==> src/rtl/jtdd_snd_pkg.sv <==
// Shared constants and state type for the main-to-sound CPU command mailbox.
package jtdd_snd_pkg;

   localparam int IRQ_MODE_NMI = 0;
   localparam int IRQ_MODE_IRQ = 1;

   typedef enum logic [1:0] {
      IDLE,
      ASSERT,
      GAP
   } nmi_state_t;

endpackage

==> src/rtl/jtdd_snd_fifo.sv <==
// Command FIFO: register-array storage, wrap-around pointers, occupancy count and a
// registered head-of-queue output that keeps the last popped word while empty.
module jtdd_snd_fifo #(
   parameter int DW    = 8,
   parameter int DEPTH = 4,
   parameter int AW    = $clog2(DEPTH)
) (
   input  logic          clk,
   input  logic          rst_n,
   input  logic          push,
   input  logic [DW-1:0] din,
   input  logic          pop,
   output logic [DW-1:0] dout,
   output logic [AW:0]   count,
   output logic          full,
   output logic          empty,
   output logic          nxt_empty,
   output logic          drop
);

   localparam logic [AW:0] CNT_FULL = (AW+1)'(DEPTH);
   localparam logic [AW:0] CNT_ONE  = (AW+1)'(1);

   logic [DW-1:0] mem [DEPTH];
   logic [AW-1:0] wr_ptr, rd_ptr, nxt_rd;
   logic [AW:0]   nxt_count;
   logic [DW-1:0] nxt_head;
   logic          do_push, do_pop, bypass;

   always_comb begin
      do_pop    = pop & ~empty;
      do_push   = push & (~full | do_pop);
      drop      = push & full & ~do_pop;
      nxt_count = count;
      if (do_push & ~do_pop)
         nxt_count = count + CNT_ONE;
      else if (do_pop & ~do_push)
         nxt_count = count - CNT_ONE;
      nxt_rd    = do_pop ? rd_ptr + 1'b1 : rd_ptr;
      nxt_empty = (nxt_count == '0);
      // The new head is the word being written right now when nothing older remains.
      bypass    = do_push & (empty | (do_pop & (count == CNT_ONE)));
      nxt_head  = bypass ? din : mem[nxt_rd];
   end

   always_ff @(posedge clk or negedge rst_n) begin
      if (!rst_n) begin
         wr_ptr <= '0;
         rd_ptr <= '0;
         count  <= '0;
         full   <= 1'b0;
         empty  <= 1'b1;
         dout   <= '0;
      end else begin
         if (do_push)
            wr_ptr <= wr_ptr + 1'b1;
         rd_ptr <= nxt_rd;
         count  <= nxt_count;
         full   <= (nxt_count == CNT_FULL);
         empty  <= nxt_empty;
         if (!nxt_empty)
            dout <= nxt_head;
      end
   end

   always_ff @(posedge clk) begin
      if (do_push)
         mem[wr_ptr] <= din;
   end

endmodule

==> src/rtl/jtdd_snd_mailbox.sv <==
// Main-to-sound CPU command mailbox: FIFO, access-end pop, sticky overflow and NMI/IRQ
// generation. Define JTDD_SND_REPLY_EN to add the sound-to-main reply register.
module jtdd_snd_mailbox
   import jtdd_snd_pkg::*;
#(
   parameter int DW       = 8,
   parameter int DEPTH    = 4,
   parameter int AW       = $clog2(DEPTH),
   parameter int IRQ_MODE = IRQ_MODE_NMI,
   parameter int NMI_GAP  = 16
) (
   input  logic          clk,
   input  logic          rst_n,
   input  logic          main_wr,
   input  logic [DW-1:0] main_din,
   output logic          main_full,
   input  logic          snd_cs,
   output logic [DW-1:0] snd_dout,
   output logic          snd_empty,
   output logic          snd_ovf,
   input  logic          ovf_clr,
   output logic [AW:0]   count,
   output logic          nmi_n,
   output logic          irq_n
`ifdef JTDD_SND_REPLY_EN
   ,
   input  logic          rep_wr,
   input  logic [DW-1:0] rep_din,
   output logic [DW-1:0] main_rep,
   output logic          main_rep_rdy,
   input  logic          main_rep_ack
`endif
);

   localparam int          GW       = $clog2(NMI_GAP + 1);
   localparam logic [GW-1:0] GAP_LAST = GW'(NMI_GAP - 1);

   logic          cs_d, cs_rise, cs_fall;
   logic          fifo_drop, nxt_empty, irq_q;
   nmi_state_t    state, nxt_state;
   logic [GW-1:0] gap_cnt, nxt_gap;

   assign cs_rise = snd_cs & ~cs_d;
   assign cs_fall = cs_d & ~snd_cs;

   jtdd_snd_fifo #(
      .DW    (DW),
      .DEPTH (DEPTH),
      .AW    (AW)
   ) u_fifo (
      .clk       (clk),
      .rst_n     (rst_n),
      .push      (main_wr),
      .din       (main_din),
      .pop       (cs_fall),
      .dout      (snd_dout),
      .count     (count),
      .full      (main_full),
      .empty     (snd_empty),
      .nxt_empty (nxt_empty),
      .drop      (fifo_drop)
   );

   always_ff @(posedge clk or negedge rst_n) begin
      if (!rst_n) begin
         cs_d    <= 1'b0;
         snd_ovf <= 1'b0;
         irq_q   <= 1'b1;
         state   <= IDLE;
         gap_cnt <= '0;
      end else begin
         cs_d <= snd_cs;
         if (fifo_drop)
            snd_ovf <= 1'b1;
         else if (ovf_clr)
            snd_ovf <= 1'b0;
         irq_q   <= nxt_empty;
         state   <= nxt_state;
         gap_cnt <= nxt_gap;
      end
   end

   // The handler entry (chip-select rising) acknowledges the pulse; the gap lets the
   // sound CPU finish before it is interrupted again.
   always_comb begin
      nxt_state = state;
      nxt_gap   = gap_cnt;
      case (state)
         IDLE: begin
            if (!snd_empty)
               nxt_state = ASSERT;
         end
         ASSERT: begin
            if (cs_rise) begin
               nxt_state = GAP;
               nxt_gap   = '0;
            end
         end
         GAP: begin
            if (gap_cnt == GAP_LAST)
               nxt_state = nxt_empty ? IDLE : ASSERT;
            else
               nxt_gap = gap_cnt + 1'b1;
         end
         default: nxt_state = IDLE;
      endcase
   end

   assign nmi_n = (IRQ_MODE == IRQ_MODE_NMI) ? (state != ASSERT) : 1'b1;
   assign irq_n = (IRQ_MODE == IRQ_MODE_IRQ) ? irq_q : 1'b1;

`ifdef JTDD_SND_REPLY_EN
   always_ff @(posedge clk or negedge rst_n) begin
      if (!rst_n) begin
         main_rep     <= '0;
         main_rep_rdy <= 1'b0;
      end else if (rep_wr) begin
         main_rep     <= rep_din;
         main_rep_rdy <= 1'b1;
      end else if (main_rep_ack) begin
         main_rep_rdy <= 1'b0;
      end
   end
`endif

endmodule

==> config.mk <==
export PLATFORM = sky130hd
export DESIGN_NAME = jtdd_snd_mailbox
export DESIGN_NICKNAME = d
export VERILOG_FILES = /design/src/rtl/jtdd_snd_pkg.sv /design/src/rtl/jtdd_snd_fifo.sv /design/src/rtl/jtdd_snd_mailbox.sv
export SDC_FILE = /design/constraint.sdc
export NUM_CORES = 1
export LEC_CHECK = 0
export BUFFER_PORTS_ARGS = -buffer_cell sky130_fd_sc_hd__buf_4
export CAP_MARGIN = 15
export CORE_MARGIN = 3
export CORE_UTILIZATION = 60
export CTS_BUF_LIST = sky130_fd_sc_hd__clkbuf_8
export DETAILED_ROUTE_END_ITERATION = 8
export PLACE_DENSITY = 0.81
export SLEW_MARGIN = 20
export SYNTH_ARGS = -nofsm -noshare
export SYNTH_HDL_FRONTEND = slang
export SYNTH_HIERARCHICAL = 1
export SYNTH_SLANG_ARGS = --single-unit
==> constraint.sdc <==
create_clock -name clk -period 2.8 [get_ports clk]
set_clock_uncertainty 0.1 [all_clocks]
set_input_delay 0.56 -clock clk [delete_from_list [all_inputs] [get_ports clk]]
set_output_delay 0.56 -clock clk [all_outputs]
set_load 0.01 [all_outputs]
==> summary.md <==
| Metric | Value |
|---|---|
| Fin util | 74.3% |
| HP Class | in -> async |
| Post-Route WL | 5110 um |
| WP buf/inv | 2 |
| # DRC | 0 |
| Worst slew margin | 65.4% |
| Crit. Startpoint | u_fifo/count[1]$_DFF_PN0_ |
| R2r setup slk | 0.44 ns |
| FFs w/ async S/R, synth | 44.8% |
| Fmax | 423 MHz |
| Least-Margin Pin Slew | 0.518 ns |
| Worst-path maximum fanout | 8 |
| Die area | 5690 um^2 |
| Seq/Total Area, Yosys | 55.8% |
| Clock slew at reported path FFs | 0.07 ns |
| Mapped Area | 2890 um^2 |
| Most frequent cell after synthesis | mux2i_1 |
| Crit path arrival time | 2.51 ns |
| Num ports | 29 |
| FF+latch area | 1610 um^2 |
| Antenna diode count | 0 |
| Pwr Total | 3520 uW |
| Remaining Overflow, GRT | 0 |
| RR Endpoint | u_fifo/dout[4]$_DFFE_PN0P_ |
| Initial core utilization | 64.2% |
| Leading area contributor after synthesis | edfxtp_1 |
| Post-synth cell types | 39 |
| GRT Total Usage | 20.0% |
| 1st-pass router iterations | 4 |
| Peak supply drop | 0.681 mV |
| FF-to-FF path depth | 8 |
| Final min period | 2.36 ns |
| Core Region | 4500 um^2 |
| Final setup fails | 0 |
| Kind of critical path | reg -> reg |
| Cts repair resizes | 0 |
| Row Count | 24 |
| Synth warn | 6 |
| TritonCTS clock tree | built |
| CTS sink count | 58 |
| Layout area overhead | 15.7% |
| Outcome | finished clean |
| FILL cells | 313 |
| Setup WS pre-CTS | 0.309 ns |
| First-pass GRT wire length | 8020 um |
| Post-DP HPWL | 3460 um |
| Initial DRC count | 112 |
| #FFs+latches synth | 58 |
| Initial antenna violation count | 0 |
| Setup Buffers After CTS | 0 |
| Routability cong. | 0.875 |
| Most common flop cell mapped by yosys | edfxtp_1 |
| Post-route cell area | 3340 um^2 |
| Fin nets | 276 |
| Number of global-route vias before repair | 1746 |
| Fin crit share | 84.3% |
| Mapped Nets | 241 |
| Crit-path max cell delay | 0.43 ns |
| Die Ht | 75.4 um |
| RSZ-0062 raised after global routing | no |
| Root Buffer Master | clkbuf_8 |
| Layout cell share with drive strength beyond 1 | 23.2% |
| Setup ws final | 0.438 ns |
| Largest net degree at the start of global routing | 35 |
| IO buf count | 27 |
| Kind of start point of the critical path | register |
| Setup TNS Final | 0 ns |
| Req. time, crit path | 2.95 ns |
| Max Slew Vio Count | 0 |
| CTS Buf Count | 9 |
| CP cell instances | inv_1 > ha_1 > nor4bb_1 > a31oi_1 > xnor2_1 > nor3_2 > buf_4 > mux2i_1 |
| Post-synth top cells | mux2i_1 (38), edfxtp_1 (32), dfrtp_1 (25), inv_1 (19) |
| Vias per cell | 5.64 |
| Critical-path top delay cell | dfrtp_1 |
| ANT nets after route | 0 |
| Hold Fails Final Rpt | 0 |
| Via count | 1754 |
| Skew-Pair Late Insertion Delay | 0.33 ns |
| CP Capture Type | register |
| Top cell family by delay on the critical path | simple AND/OR/NAND/NOR gates |
| Mapped Avg Cell Area | 13.2 um^2 |
| Hold_buf cts | 0 |
| Die width | 75.4 um |
| Yosys top cell area share | 33.2% |
| Htree depth | 3 |
| P_leak | 0.00148 uW |
| Multi-input gate area | 1130 um^2 |
| Reg-to-reg startpoint | u_fifo/count[1]$_DFF_PN0_ |
| Post-synth EDFFs | 32 |
| Post-Synthesis Cells | 219 |
| Power Density | 1050 nW/um^2 |
| Largest cells by area after synthesis | edfxtp_1 (33%), dfrtp_1 (22%), mux2i_1 (13%), mux4_2 (5.5%), ha_1 (3.9%) |
| Routed wire per std cell | 16.4 um |
| Max Cap Viol | 0 |
| CTS Buffer Depth | 2 |
| DP Area | 3140 um^2 |
[sequential cells by signal, indices dropped and copies added (netlist names), 2 cells and up]
name / count
state: 2
u_fifo/dout: 8
u_fifo/count: 3
gap_cnt: 5
u_fifo/mem: 32
u_fifo/wr_ptr: 2
u_fifo/rd_ptr: 2
[metrics by stage]
stage | hold WS (ns) | cells
4_1_cts | 0.0175 | 311
5_1_grt | 0.0308 | 311
3_3_place_gp | 0.364 | 295
2_1_floorplan | 0.164 | 219
3_5_place_dp | 0.369 | 295
6_report | 0.0201 | 311
[power breakdown]
| group | leakage, uW | switching [uW] | internal, uW |
|---|---|---|---|
| sequential | 0.000610 | 162 | 1170 |
| combinational | 0.000760 | 702 | 693 |
| clock | 0.000115 | 312 | 476 |
[logic make-up after synthesis]
logic type,synth area share (%)
AOI/OAI and AO/OA,4.81
xor gates and xnor gates,1.52
adders and majority gates,3.90
buffers and inverters,5.02
DFF,55.8
muxes,19.1
other,0.130
and+or+nand+nor,9.70
[final cells by class]
type                    instances  area share [%]
multi-input cells             132            33.9
repair buffers                 34            7.63
clock inverters                 4            1.27
clock buffers                  12            4.94
inverters                      19            2.13
flip-flops and latches         58            48.2
well taps                      52            1.95
[cell usage in the layout (no fill, tap or decap), drive strengths merged, types with 2 or more instances in the layout]
cell / Yosys / routed
o22ai: 3 / 3
edfxtp: 32 / 32
a21oi: 2 / 2
nor3b: 2 / 2
mux4: 7 / 7
and2: 5 / 5
and3: 2 / 2
clkbuf: 1 / 12
nor3: 2 / 2
a31oi: 3 / 3
dfrtp: 25 / 25
ha: 9 / 9
o21ai: 13 / 13
mux2i: 38 / 38
nand2: 12 / 12
nor2: 3 / 3
nand3: 6 / 6
nor2b: 5 / 5
nand2b: 3 / 3
xnor2: 5 / 5
buf: 9 / 34
or3: 2 / 2
inv: 19 / 21
[worst max path at each step]
stage	to	cells after the start
global placement	u_fifo/dout[4]$_DFFE_PN0P_	8
floorplan	u_fifo/dout[6]$_DFFE_PN0P_	8
CTS	u_fifo/dout[2]$_DFFE_PN0P_	8
global route	u_fifo/dout[5]$_DFFE_PN0P_	8
finish	u_fifo/dout[4]$_DFFE_PN0P_	8
detailed placement	u_fifo/dout[2]$_DFFE_PN0P_	8
[per-layer routing]
metal	wire [um]	track usage, %	up-vias
met5	0	0	-
met2	2590	32.1	30
met1	2220	24.3	857
li1	-	-	858
met4	78	10.1	0
met3	222	6.60	9
No activity file was read; power rests on OpenSTA's default activity.
